$ cat src/rtl/hazard_scoreboard.sv
// Per-register countdown scoreboard for ID-stage hazard detection on the 5-stage MIPS pipeline.
// Define HAZARD_FWD_EN when EX forwarding exists; without it every consumer waits for writeback.
module hazard_scoreboard #(
    parameter int NB_REG_ADDR = 5,
    parameter int LOAD_LAT    = 1,
    parameter int WB_DIST     = 2,
    parameter int NB_PERF     = 32
) (
    input  logic                      clk,
    input  logic                      rst,
    input  logic                      i_halt,
    input  logic                      i_id_valid,
    input  logic [NB_REG_ADDR-1:0]    i_id_rs,
    input  logic [NB_REG_ADDR-1:0]    i_id_rt,
    input  logic                      i_id_use_rs,
    input  logic                      i_id_use_rt,
    input  logic                      i_id_early,
    input  logic                      i_id_wr_en,
    input  logic [NB_REG_ADDR-1:0]    i_id_rd,
    input  logic                      i_id_is_load,
    input  logic                      i_kill,
    output logic                      o_stall_pc,
    output logic                      o_stall_ifid,
    output logic                      o_bubble_ex,
    output logic [2**NB_REG_ADDR-1:0] o_busy,
    output logic [NB_PERF-1:0]        o_stall_cnt
);
    localparam int NREG = 2 ** NB_REG_ADDR;
`ifdef HAZARD_FWD_EN
    localparam int ALU_VAL = 1;
    localparam int LD_VAL  = LOAD_LAT + 1;
    localparam int FWD_T   = 1;
`else
    localparam int ALU_VAL = WB_DIST;
    localparam int LD_VAL  = WB_DIST + LOAD_LAT - 1;
    localparam int FWD_T   = 0;
`endif
    localparam int MAX_VAL = (LD_VAL > ALU_VAL) ? LD_VAL : ALU_VAL;
    localparam int CW      = $clog2(MAX_VAL + 1);

    localparam logic [CW-1:0] ALU_C = CW'(ALU_VAL);
    localparam logic [CW-1:0] LD_C  = CW'(LD_VAL);
    localparam logic [CW-1:0] FWD_C = CW'(FWD_T);

    logic [CW-1:0]      cnt_q [NREG];
    logic [CW-1:0]      cnt_d [NREG];
    logic [NB_PERF-1:0] stall_cnt_q, stall_cnt_d;
    logic [CW-1:0]      thr;
    logic               rs_haz, rt_haz, stall, stall_out, issue;

    // Hazards look only at registered counters, so an instruction never stalls on its own write.
    assign thr       = i_id_early ? '0 : FWD_C;
    assign rs_haz    = i_id_use_rs && (i_id_rs != '0) && (cnt_q[i_id_rs] > thr);
    assign rt_haz    = i_id_use_rt && (i_id_rt != '0) && (cnt_q[i_id_rt] > thr);
    assign stall     = i_id_valid && (rs_haz || rt_haz);
    assign stall_out = stall && !i_halt;
    assign issue     = i_id_valid && !stall && !i_halt;

    assign o_stall_pc   = stall_out;
    assign o_stall_ifid = stall_out;
    assign o_bubble_ex  = stall_out;
    assign o_stall_cnt  = stall_cnt_q;

    always_comb begin
        for (int n = 0; n < NREG; n++) begin
            cnt_d[n] = cnt_q[n];
            if (n == 0) begin
                cnt_d[n] = '0;
            end else if (i_halt) begin
                cnt_d[n] = cnt_q[n];
            end else if (i_kill) begin
                cnt_d[n] = '0;
            end else if (issue && i_id_wr_en && (i_id_rd == NB_REG_ADDR'(n))) begin
                cnt_d[n] = i_id_is_load ? LD_C : ALU_C;
            end else if (cnt_q[n] != '0) begin
                cnt_d[n] = cnt_q[n] - 1'b1;
            end
        end
    end

    always_comb begin
        for (int n = 0; n < NREG; n++) begin
            o_busy[n] = (cnt_q[n] != '0);
        end
    end

    always_comb begin
        stall_cnt_d = stall_cnt_q;
        if (stall_out && !(&stall_cnt_q)) begin
            stall_cnt_d = stall_cnt_q + 1'b1;
        end
    end

    always_ff @(posedge clk or posedge rst) begin
        if (rst) begin
            for (int n = 0; n < NREG; n++) begin
                cnt_q[n] <= '0;
            end
            stall_cnt_q <= '0;
        end else begin
            for (int n = 0; n < NREG; n++) begin
                cnt_q[n] <= cnt_d[n];
            end
            stall_cnt_q <= stall_cnt_d;
        end
    end
endmodule
$ cat config.mk
export PLATFORM = sky130hd
export DESIGN_NAME = hazard_scoreboard
export DESIGN_NICKNAME = d
export VERILOG_FILES = /design/src/rtl/hazard_scoreboard.sv
export SDC_FILE = /design/constraint.sdc
export NUM_CORES = 1
export LEC_CHECK = 0
export ABC_CLOCK_PERIOD_IN_PS = 3300
export BUFFER_PORTS_ARGS = -buffer_cell sky130_fd_sc_hd__buf_4
export CAP_MARGIN = 10
export CORE_ASPECT_RATIO = 1.75
export CORE_MARGIN = 2
export CORE_UTILIZATION = 34
export DETAILED_ROUTE_END_ITERATION = 7
export PLACE_DENSITY_LB_ADDON = 0.12
export SLEW_MARGIN = 40
export SYNTH_ARGS = -nofsm -noshare
export SYNTH_HDL_FRONTEND = slang
export SYNTH_SLANG_ARGS = --single-unit
$ cat constraint.sdc
create_clock -name clk -period 3.3 [get_ports clk]
set_input_delay 0.66 -clock clk [delete_from_list [all_inputs] [get_ports clk]]
set_output_delay 0.66 -clock clk [all_outputs]
set_load 0.005 [all_outputs]
==> results.sh, run 1 <==
export IMPL_synth_nets=814
export IMPL_hpwl_mm=14.9
export IMPL_nFillCells=1906
export IMPL_placementRows=66
export IMPL_status="complete, no violations"
export IMPL_worstPathCellList="buf_4, inv_4, mux4_2, mux2i_1, nand2_1, a2111oi_4, o21ai_4, inv_1, buf_4"
export IMPL_wire_per_inst_um=18.8
export IMPL_crit_top_cell="buf_4"
export IMPL_cts_sinks=94
export IMPL_crit_fanout=6
export IMPL_setup_tns_ps=0
export IMPL_worstReg2RegEnd="o_stall_cnt[24]"
export IMPL_pre_cts_slack_ps=50.9
export IMPL_drt_iter0_markers=369
export IMPL_max_slew_margin=0.481
export IMPL_p_leak_nw=3.72
export IMPL_cts_tree="done"
export IMPL_regToRegStartpoint="cnt_q[52]"
export IMPL_cts_buffers=9
export IMPL_gp_congestion=0.852
export IMPL_stdcell_count=1082
export IMPL_antenna_found_initial=0
export IMPL_yosys_warnings=0
export IMPL_cts_setup_buffers=0
export IMPL_via_per_inst=5.65
export IMPL_postRouteAntennaNets=0
export IMPL_endpoint_kind="output port"
export IMPL_grt_overflow=0
export IMPL_p_total_mw=5.93
export IMPL_grt_max_degree=53
export IMPL_synth_area_sq_um=6480
export IMPL_syn_to_final_growth_pct=21.0
export IMPL_cp_arrival_ps=2540
export IMPL_synth_common_cells="100 x inv_1, 94 x dfrtp_1, 60 x nor2_1, 57 x or3_1, 49 x nand2_1"
export IMPL_cpMaxStageDelayCell="mux4_2"
export IMPL_grt_usage=0.207
export IMPL_clockBufferDepth=2
export IMPL_maxSlewViolCount=0
export IMPL_hold_slack_ps=387
export IMPL_holdBufCountCts=0
export IMPL_fin_util=0.420
export IMPL_syn_avg_cell_area_sq_um=8.56
export IMPL_fp_coreArea_sq_um=18700
export IMPL_synth_cells=757
export IMPL_worstRegToRegCells=9
export IMPL_routed_via_count=6110
export IMPL_start_kind="input pin"
export IMPL_min_period_ps=3200
export IMPL_placed_area_sq_um=7500
export IMPL_die_y_um=187
export IMPL_synth_top_cell_by_area="dfrtp_1"
export IMPL_synthFlopType="dfrtp_1"
export IMPL_cp_top_family="multiplexers"
export IMPL_cp_num_buf_inv=4
export IMPL_r2r_slack_ps=550
export IMPL_cp_data_required_time_ps=2640
export IMPL_grt_setup_unrepaired="no"
export IMPL_worst_slew_pin_slew_ps=778
export IMPL_die_area_sq_um=20200
export IMPL_powerDensity_nw_per_um2=757
export IMPL_drc=0
export IMPL_grt_pass1_wl_mm=32.7
export IMPL_dr_pass1_iters=5
export IMPL_yosysSeqAreaShare=0.363
export IMPL_hp_class="input pin to asynchronous set/reset pin"
export IMPL_die_w_um=108
export IMPL_synth_top_area_share=0.363
export IMPL_io_pins=92
export IMPL_setup_slack_ps=97.8
export IMPL_place_inst=1067
export IMPL_num_antenna_cells=0
export IMPL_fin_nets=897
export IMPL_design_area_sq_um=7840
export IMPL_grt_pass1_vias=6415
export IMPL_fmax_mhz=312
export IMPL_port_buffers=88
export IMPL_hold_viol_final=0
export IMPL_drive_gt1_frac=0.182
export IMPL_drv_cap=0
export IMPL_clock_skew_ps=13.4
export IMPL_synth_edf_count=0
export IMPL_clk_pin_slew_ps=70
export IMPL_critical_path_class="input pin to output port"
export IMPL_clk_latency_ps=350
export IMPL_clockRootBuffer="clkbuf_16"
export IMPL_yosysMostFrequentCell="inv_1"
export IMPL_totalWireLength_mm=20.3
export IMPL_fin_crit_sh=0.970
export IMPL_finalSetupViolCount=0
export IMPL_cts_max_level=3
export IMPL_ir_drop_v=0.000282
export IMPL_ys_types=52
export IMPL_initial_core_util=0.347
export IMPL_critPathMaxStageDelay_ps=510
export IMPL_async_flop_share=1.00
export IMPL_synthTopCellsByArea="dfrtp_1 36%, ha_1 6.2%, inv_1 5.8%"
export IMPL_ys_ff_latch=94
worst max path at each step:
stage,startpoint,to,slack [ps],depth (start not counted)
finish,i_id_rs[1],o_stall_ifid,100,9
CTS,i_id_rs[1],o_stall_ifid,50,9
floorplan,i_id_rs[1],o_stall_ifid,7,11
global placement,i_id_rs[1],o_stall_cnt[24],80,10
detailed placement,i_id_rs[1],o_stall_cnt[24],50,10
global route,i_id_rs[1],o_stall_pc,4,9
sequential cells by signal, indices dropped and copies added (netlist names):
signal / flops
cnt_q: 62
o_stall_cnt: 32
final cells by class:
type,instances,area (sq um),area share
multi-input cells,516,3570,0.456
flip-flops and latches,94,2350,0.300
repair buffers,118,911,0.116
inverters,101,384,0.0490
well taps,238,298,0.0380
clock buffers,9,225,0.0287
clock inverters,6,93.8,0.0120
layout by cell type, fill, tap and decap left out, drive strengths merged, types with 12 or more instances in the layout:
cell type  count
buf          118
inv          103
dfrtp         94
nor2          60
or3           57
nand2         49
nand3         38
ha            32
nor3          30
a21o          28
a221oi        27
a32oi         25
xor2          25
o22ai         20
o21ai         12
worst reg2reg max path: cells and delay by family, from the launching register on:
family                 cells  cell delay [ps]
multiplexers               2              820
AND/OR/NAND/NOR            3              390
AO/OA/AOI/OAI              3              770
buffers and inverters      1              240
flip-flops                 1              410
power breakdown:
part	switching, mW	total, mW	internal, mW
clock	0.486	1.15	0.668
combinational	1.55	2.92	1.37
sequential	0.359	1.87	1.51
total	2.39	5.93	3.54
what timing repair did:
| action | in CTS | in global routing |
|---|---|---|
| resized for setup | 0 | 4 |
| setup endpoints to repair | 0 | 3 |
| endpoints found under the hold margin | 0 | 0 |
routing by layer:
layer,part of all wire,wire length (um),global-route usage,vias to the layer above
met5,0,0,0,-
li1,-,-,-,2885
met1,0.38,7670,0.229,3023
met2,0.54,10900,0.376,170
met4,0.032,658,0.0907,0
met3,0.054,1100,0.0360,32
cell families after synthesis:
logic type,synth area share
other,0.000579
buffers and inverters,0.0900
muxes,0.0361
DFF,0.363
AOI/OAI and AO/OA,0.184
xor gates and xnor gates,0.0405
and+or+nand+nor,0.224
adders and majority gates,0.0618
Note: power is estimated with default switching activity, not from simulation.
==> run 2, diff against run 1 <==
BUFFER_PORTS_ARGS = default   (was -buffer_cell sky130_fd_sc_hd__buf_4)
DONT_BUFFER_PORTS = 1   (was default)
==> results.sh, run 2 (synthesis gave the netlist of run 1 again) <==
export IMPL_cts_setup_buffers=0
export IMPL_hpwl_mm=14.3
export IMPL_max_slew_margin=0.454
export IMPL_hold_viol_final=0
export IMPL_cts_buffers=9
export IMPL_totalWireLength_mm=20.1
export IMPL_grt_pass1_vias=6132
export IMPL_die_y_um=187
export IMPL_cts_max_level=3
export IMPL_syn_to_final_growth_pct=8.40
export IMPL_num_antenna_cells=0
export IMPL_drt_iter0_markers=458
export IMPL_io_pins=92
export IMPL_ir_drop_v=0.000359
export IMPL_postRouteAntennaNets=0
export IMPL_pre_cts_slack_ps=171
export IMPL_clockBufferDepth=2
export IMPL_drc=0
export IMPL_hp_class="input pin to asynchronous set/reset pin"
export IMPL_routed_via_count=5824
export IMPL_ctsResizeCount=0
export IMPL_finalSetupViolCount=0
export IMPL_start_kind="register"
export IMPL_clockRootBuffer="clkbuf_16"
export IMPL_holdBufCountCts=0
export IMPL_cp_arrival_ps=2460
export IMPL_setup_tns_ps=0
export IMPL_die_w_um=108
export IMPL_mostFrequentLayoutCell="inv_1"
export IMPL_worst_slew_pin_slew_ps=816
export IMPL_port_buffers=0
export IMPL_layout_common_cells="99 x inv_1, 94 x dfrtp_1, 59 x nor2_1"
export IMPL_maxSlewViolCount=0
export IMPL_fin_crit_sh=0.944
export IMPL_grt_max_degree=103
export IMPL_cp_data_required_time_ps=2640
export IMPL_drive_gt1_frac=0.0740
export IMPL_antenna_found_initial=0
export IMPL_grt_pass1_wl_mm=32.1
export IMPL_gp_congestion=0.845
export IMPL_status="complete, no violations"
export IMPL_die_area_sq_um=20200
export IMPL_fin_nets=795
export IMPL_drv_cap=0
export IMPL_hold_slack_ps=289
export IMPL_placementRows=66
export IMPL_min_period_ps=3120
export IMPL_dr_pass1_iters=5
export IMPL_endpoint_kind="output port"
export IMPL_seqCellArea_sq_um=2350
export IMPL_fmax_mhz=321
export IMPL_clock_skew_ps=15.4
export IMPL_powerDensity_nw_per_um2=756
export IMPL_cts_sinks=94
export IMPL_top_register="cnt_q"
export IMPL_clk_pin_slew_ps=70
export IMPL_fp_coreArea_sq_um=18700
export IMPL_multi_input_area_sq_um=3570
export IMPL_cts_tree="done"
export IMPL_stdcell_count=981
export IMPL_place_inst=965
export IMPL_setup_slack_ps=184
export IMPL_clk_latency_ps=350
export IMPL_crit_fanout=9
export IMPL_wire_per_inst_um=20.5
export IMPL_grt_usage=0.204
export IMPL_grt_overflow=0
export IMPL_grt_setup_unrepaired="no"
export IMPL_via_per_inst=5.94
export IMPL_critical_path_class="register to output port"
export IMPL_largest_reg_flops=62
export IMPL_initial_core_util=0.347
export IMPL_p_total_mw=5.31
export IMPL_p_leak_nw=3.18
export IMPL_nFillCells=1939
run 2: cell count changes in the layout (fill, tap and decap cells not counted), sizes merged:
cell | before | now
clkbuf | 9 | 10
buf | 118 | 16
clkinv | 1 | 2
inv | 103 | 101
clkinvlp | 1 | 4
bufinv | 2 | 0
run 2: critical path, stage by stage, from the launching register on:
cell and delay, ps:
dfrtp_1 390, nor2_1 100, mux4_2 470, mux2i_1 160, nand2_1 110, a2111oi_4 460, o21ai_4 190, inv_1 100
buf_4 130
run 2: cell type report:
| type | instances | share of cell area |
|---|---|---|
| Timing Repair Buffer | 16 | 0.0189 |
| Clock inverter | 6 | 0.00677 |
| Multi-Input combinational cell | 516 | 0.508 |
| Sequential cell | 94 | 0.335 |
| Clock buffer | 10 | 0.0340 |
| Inverter | 101 | 0.0547 |
| Tap cell | 238 | 0.0424 |
run 2: final timing paths:
| kind | start | cells after the start | endpoint | slack [ps] |
|---|---|---|---|---|
| setup / recovery | cnt_q[32] | 8 | o_bubble_ex | 180 |
| hold / removal | rst | 1 | o_stall_cnt[16] | 290 |
| setup reg to reg | cnt_q[32] | 9 | o_stall_cnt[1] | 540 |
| hold reg to reg | o_stall_cnt[13] | 1 | o_stall_cnt[13] | 520 |
| max in group asynchronous | rst | 2 | o_stall_cnt[26] | 2290 |
| min in group clk | i_halt | 1 | cnt_q[49] | 430 |
run 2: routing by layer:
| metal | vias up | GRT usage | wire [um] |
|---|---|---|---|
| met1 | 2886 | 0.212 | 7050 |
| met5 | - | 0 | 0 |
| li1 | 2672 | - | - |
| met4 | 0 | 0.112 | 906 |
| met2 | 220 | 0.365 | 10700 |
| met3 | 46 | 0.0524 | 1440 |
run 2: report_power, final:
| group | switching, mW | internal [mW] | total (mW) | leakage, nW |
|---|---|---|---|---|
| clock network | 0.485 | 0.535 | 1.02 | 0.127 |
| logic | 1.40 | 1.01 | 2.41 | 1.83 |
| registers | 0.374 | 1.51 | 1.88 | 1.22 |
| total | 2.26 | 3.05 | 5.31 | 3.18 |
run 2: per-stage QoR:
step | cell area [sq um] | utilization
after detailed placement | 6720 | 0.360
after global placement | 6720 | 0.360
after floorplan | 6480 | -
after CTS | 7010 | 0.376
final | 7020 | 0.376
after global routing | 7020 | 0.376
==> run 3, diff against run 2 <==
CORE_ASPECT_RATIO = 2   (was 1.75)
==> results.sh, run 3 (synthesis gave the netlist of run 1 again) <==
export IMPL_cp_num_buf_inv=2
export IMPL_routed_via_count=5736
export IMPL_crit_fanout=8
export IMPL_clk_pin_slew_ps=70
export IMPL_die_area_sq_um=20200
export IMPL_cp_top_family="compound AO/OA/AOI/OAI gates"
export IMPL_hold_viol_final=0
export IMPL_layout_common_cells="99 x inv_1, 94 x dfrtp_1, 59 x nor2_1"
export IMPL_endpoint_kind="output port"
export IMPL_placementRows=71
export IMPL_clockBufferDepth=2
export IMPL_initial_core_util=0.346
export IMPL_start_kind="register"
export IMPL_setup_slack_ps=185
export IMPL_top_register="cnt_q"
export IMPL_p_leak_nw=3.23
export IMPL_die_y_um=199
export IMPL_grt_pass1_vias=6062
export IMPL_fp_coreArea_sq_um=18700
export IMPL_drv_cap=0
export IMPL_clockRootBuffer="clkbuf_16"
export IMPL_syn_to_final_growth_pct=9.48
export IMPL_die_w_um=102
export IMPL_cp_data_required_time_ps=2640
export IMPL_worst_slew_pin_slew_ps=761
export IMPL_ctsResizeCount=0
export IMPL_drc=0
export IMPL_wire_per_inst_um=20.5
export IMPL_nFillCells=1926
export IMPL_seqCellArea_sq_um=2350
export IMPL_grt_setup_unrepaired="no"
export IMPL_maxSlewViolCount=0
export IMPL_critPathMaxStageDelay_ps=520
export IMPL_min_period_ps=3120
export IMPL_status="complete, no violations"
export IMPL_hpwl_mm=14.8
export IMPL_hp_class="input pin to asynchronous set/reset pin"
export IMPL_largest_reg_flops=62
export IMPL_worstPathCellList="nor2_1, mux4_2, nand2_1, a31oi_1, a2111oi_4, o21ai_4, inv_1, buf_4"
export IMPL_cpMaxStageDelayCell="a2111oi_4"
export IMPL_critical_path_class="register to output port"
export IMPL_cts_max_level=3
export IMPL_cts_buffers=9
export IMPL_clk_latency_ps=360
export IMPL_fmax_mhz=321
export IMPL_io_pins=92
export IMPL_mostFrequentLayoutCell="inv_1"
export IMPL_holdBufCountCts=0
export IMPL_dr_pass1_iters=4
export IMPL_ir_drop_v=0.000264
export IMPL_cts_tree="done"
export IMPL_drt_iter0_markers=250
export IMPL_hold_slack_ps=133
export IMPL_fin_nets=800
export IMPL_port_buffers=0
export IMPL_max_slew_margin=0.491
export IMPL_clock_skew_ps=8.20
export IMPL_antenna_found_initial=0
export IMPL_multi_input_area_sq_um=3570
export IMPL_postRouteAntennaNets=0
export IMPL_cts_sinks=94
export IMPL_grt_pass1_wl_mm=32.6
export IMPL_totalWireLength_mm=20.5
export IMPL_grt_max_degree=103
export IMPL_powerDensity_nw_per_um2=760
export IMPL_fin_crit_sh=0.944
export IMPL_cts_setup_buffers=0
export IMPL_drive_gt1_frac=0.0789
export IMPL_grt_overflow=0
export IMPL_finalSetupViolCount=0
export IMPL_grt_usage=0.210
export IMPL_cp_arrival_ps=2460
export IMPL_setup_tns_ps=0
export IMPL_via_per_inst=5.72
export IMPL_gp_congestion=0.853
export IMPL_pre_cts_slack_ps=155
export IMPL_num_antenna_cells=0
==> run 3: cell count changes in the layout (fill, tap and decap cells not counted), sizes merged <==
| cell | delta |
|---|---|
| clkinvlp | -3 |
| bufinv | +1 |
| clkinv | +2 |
| buf | +5 |
==> run 3: through the flow <==
| step | std cells | total power, mW | util | instance area, sq um |
|---|---|---|---|---|
| 3_5_place_dp | 987 | 4.34 | 0.362 | 6780 |
| 3_3_place_gp | 987 | 4.16 | 0.362 | 6780 |
| 6_report | 1003 | 5.39 | 0.378 | 7090 |
| 2_1_floorplan | 757 | 3.67 | - | 6480 |
| 5_1_grt | 1003 | 5.87 | 0.378 | 7090 |
| 4_1_cts | 1003 | 5.45 | 0.378 | 7080 |
==> run 3: final timing paths <==
kind | to | startpoint | slack [ps] | cells past startpoint
worst min-delay path | cnt_q[25] | rst | 130 | 1
worst max-delay path | o_stall_pc | cnt_q[54] | 180 | 8
max in group asynchronous | cnt_q[60] | rst | 2420 | 2
worst min register to register | o_stall_cnt[13] | o_stall_cnt[13] | 520 | 1
worst max register to register | o_stall_cnt[24] | cnt_q[54] | 500 | 9
min in group clk | cnt_q[49] | i_halt | 400 | 1
==> run 3: where the power goes <==
part	internal (mW)	switching [mW]
Sequential	1.51	0.371
Combinational	1.02	1.40
Clock	0.606	0.488
Total	3.13	2.26
==> run 3: cell type report <==
cell class / instances / share of cell area
inverter: 101 / 0.0541
tap: 255 / 0.0450
clock buffer: 10 / 0.0337
timing repair buffer: 21 / 0.0240
sequential: 94 / 0.332
multi-input combinational: 516 / 0.503
clock inverter: 6 / 0.00864
==> run 3: metal layers <==
metal	up-vias	global-route usage	share of wire
met2	158	0.383	0.54
met3	47	0.0493	0.057
met4	0	0.117	0.048
met5	-	0	0
li1	2688	-	-
met1	2843	0.214	0.35
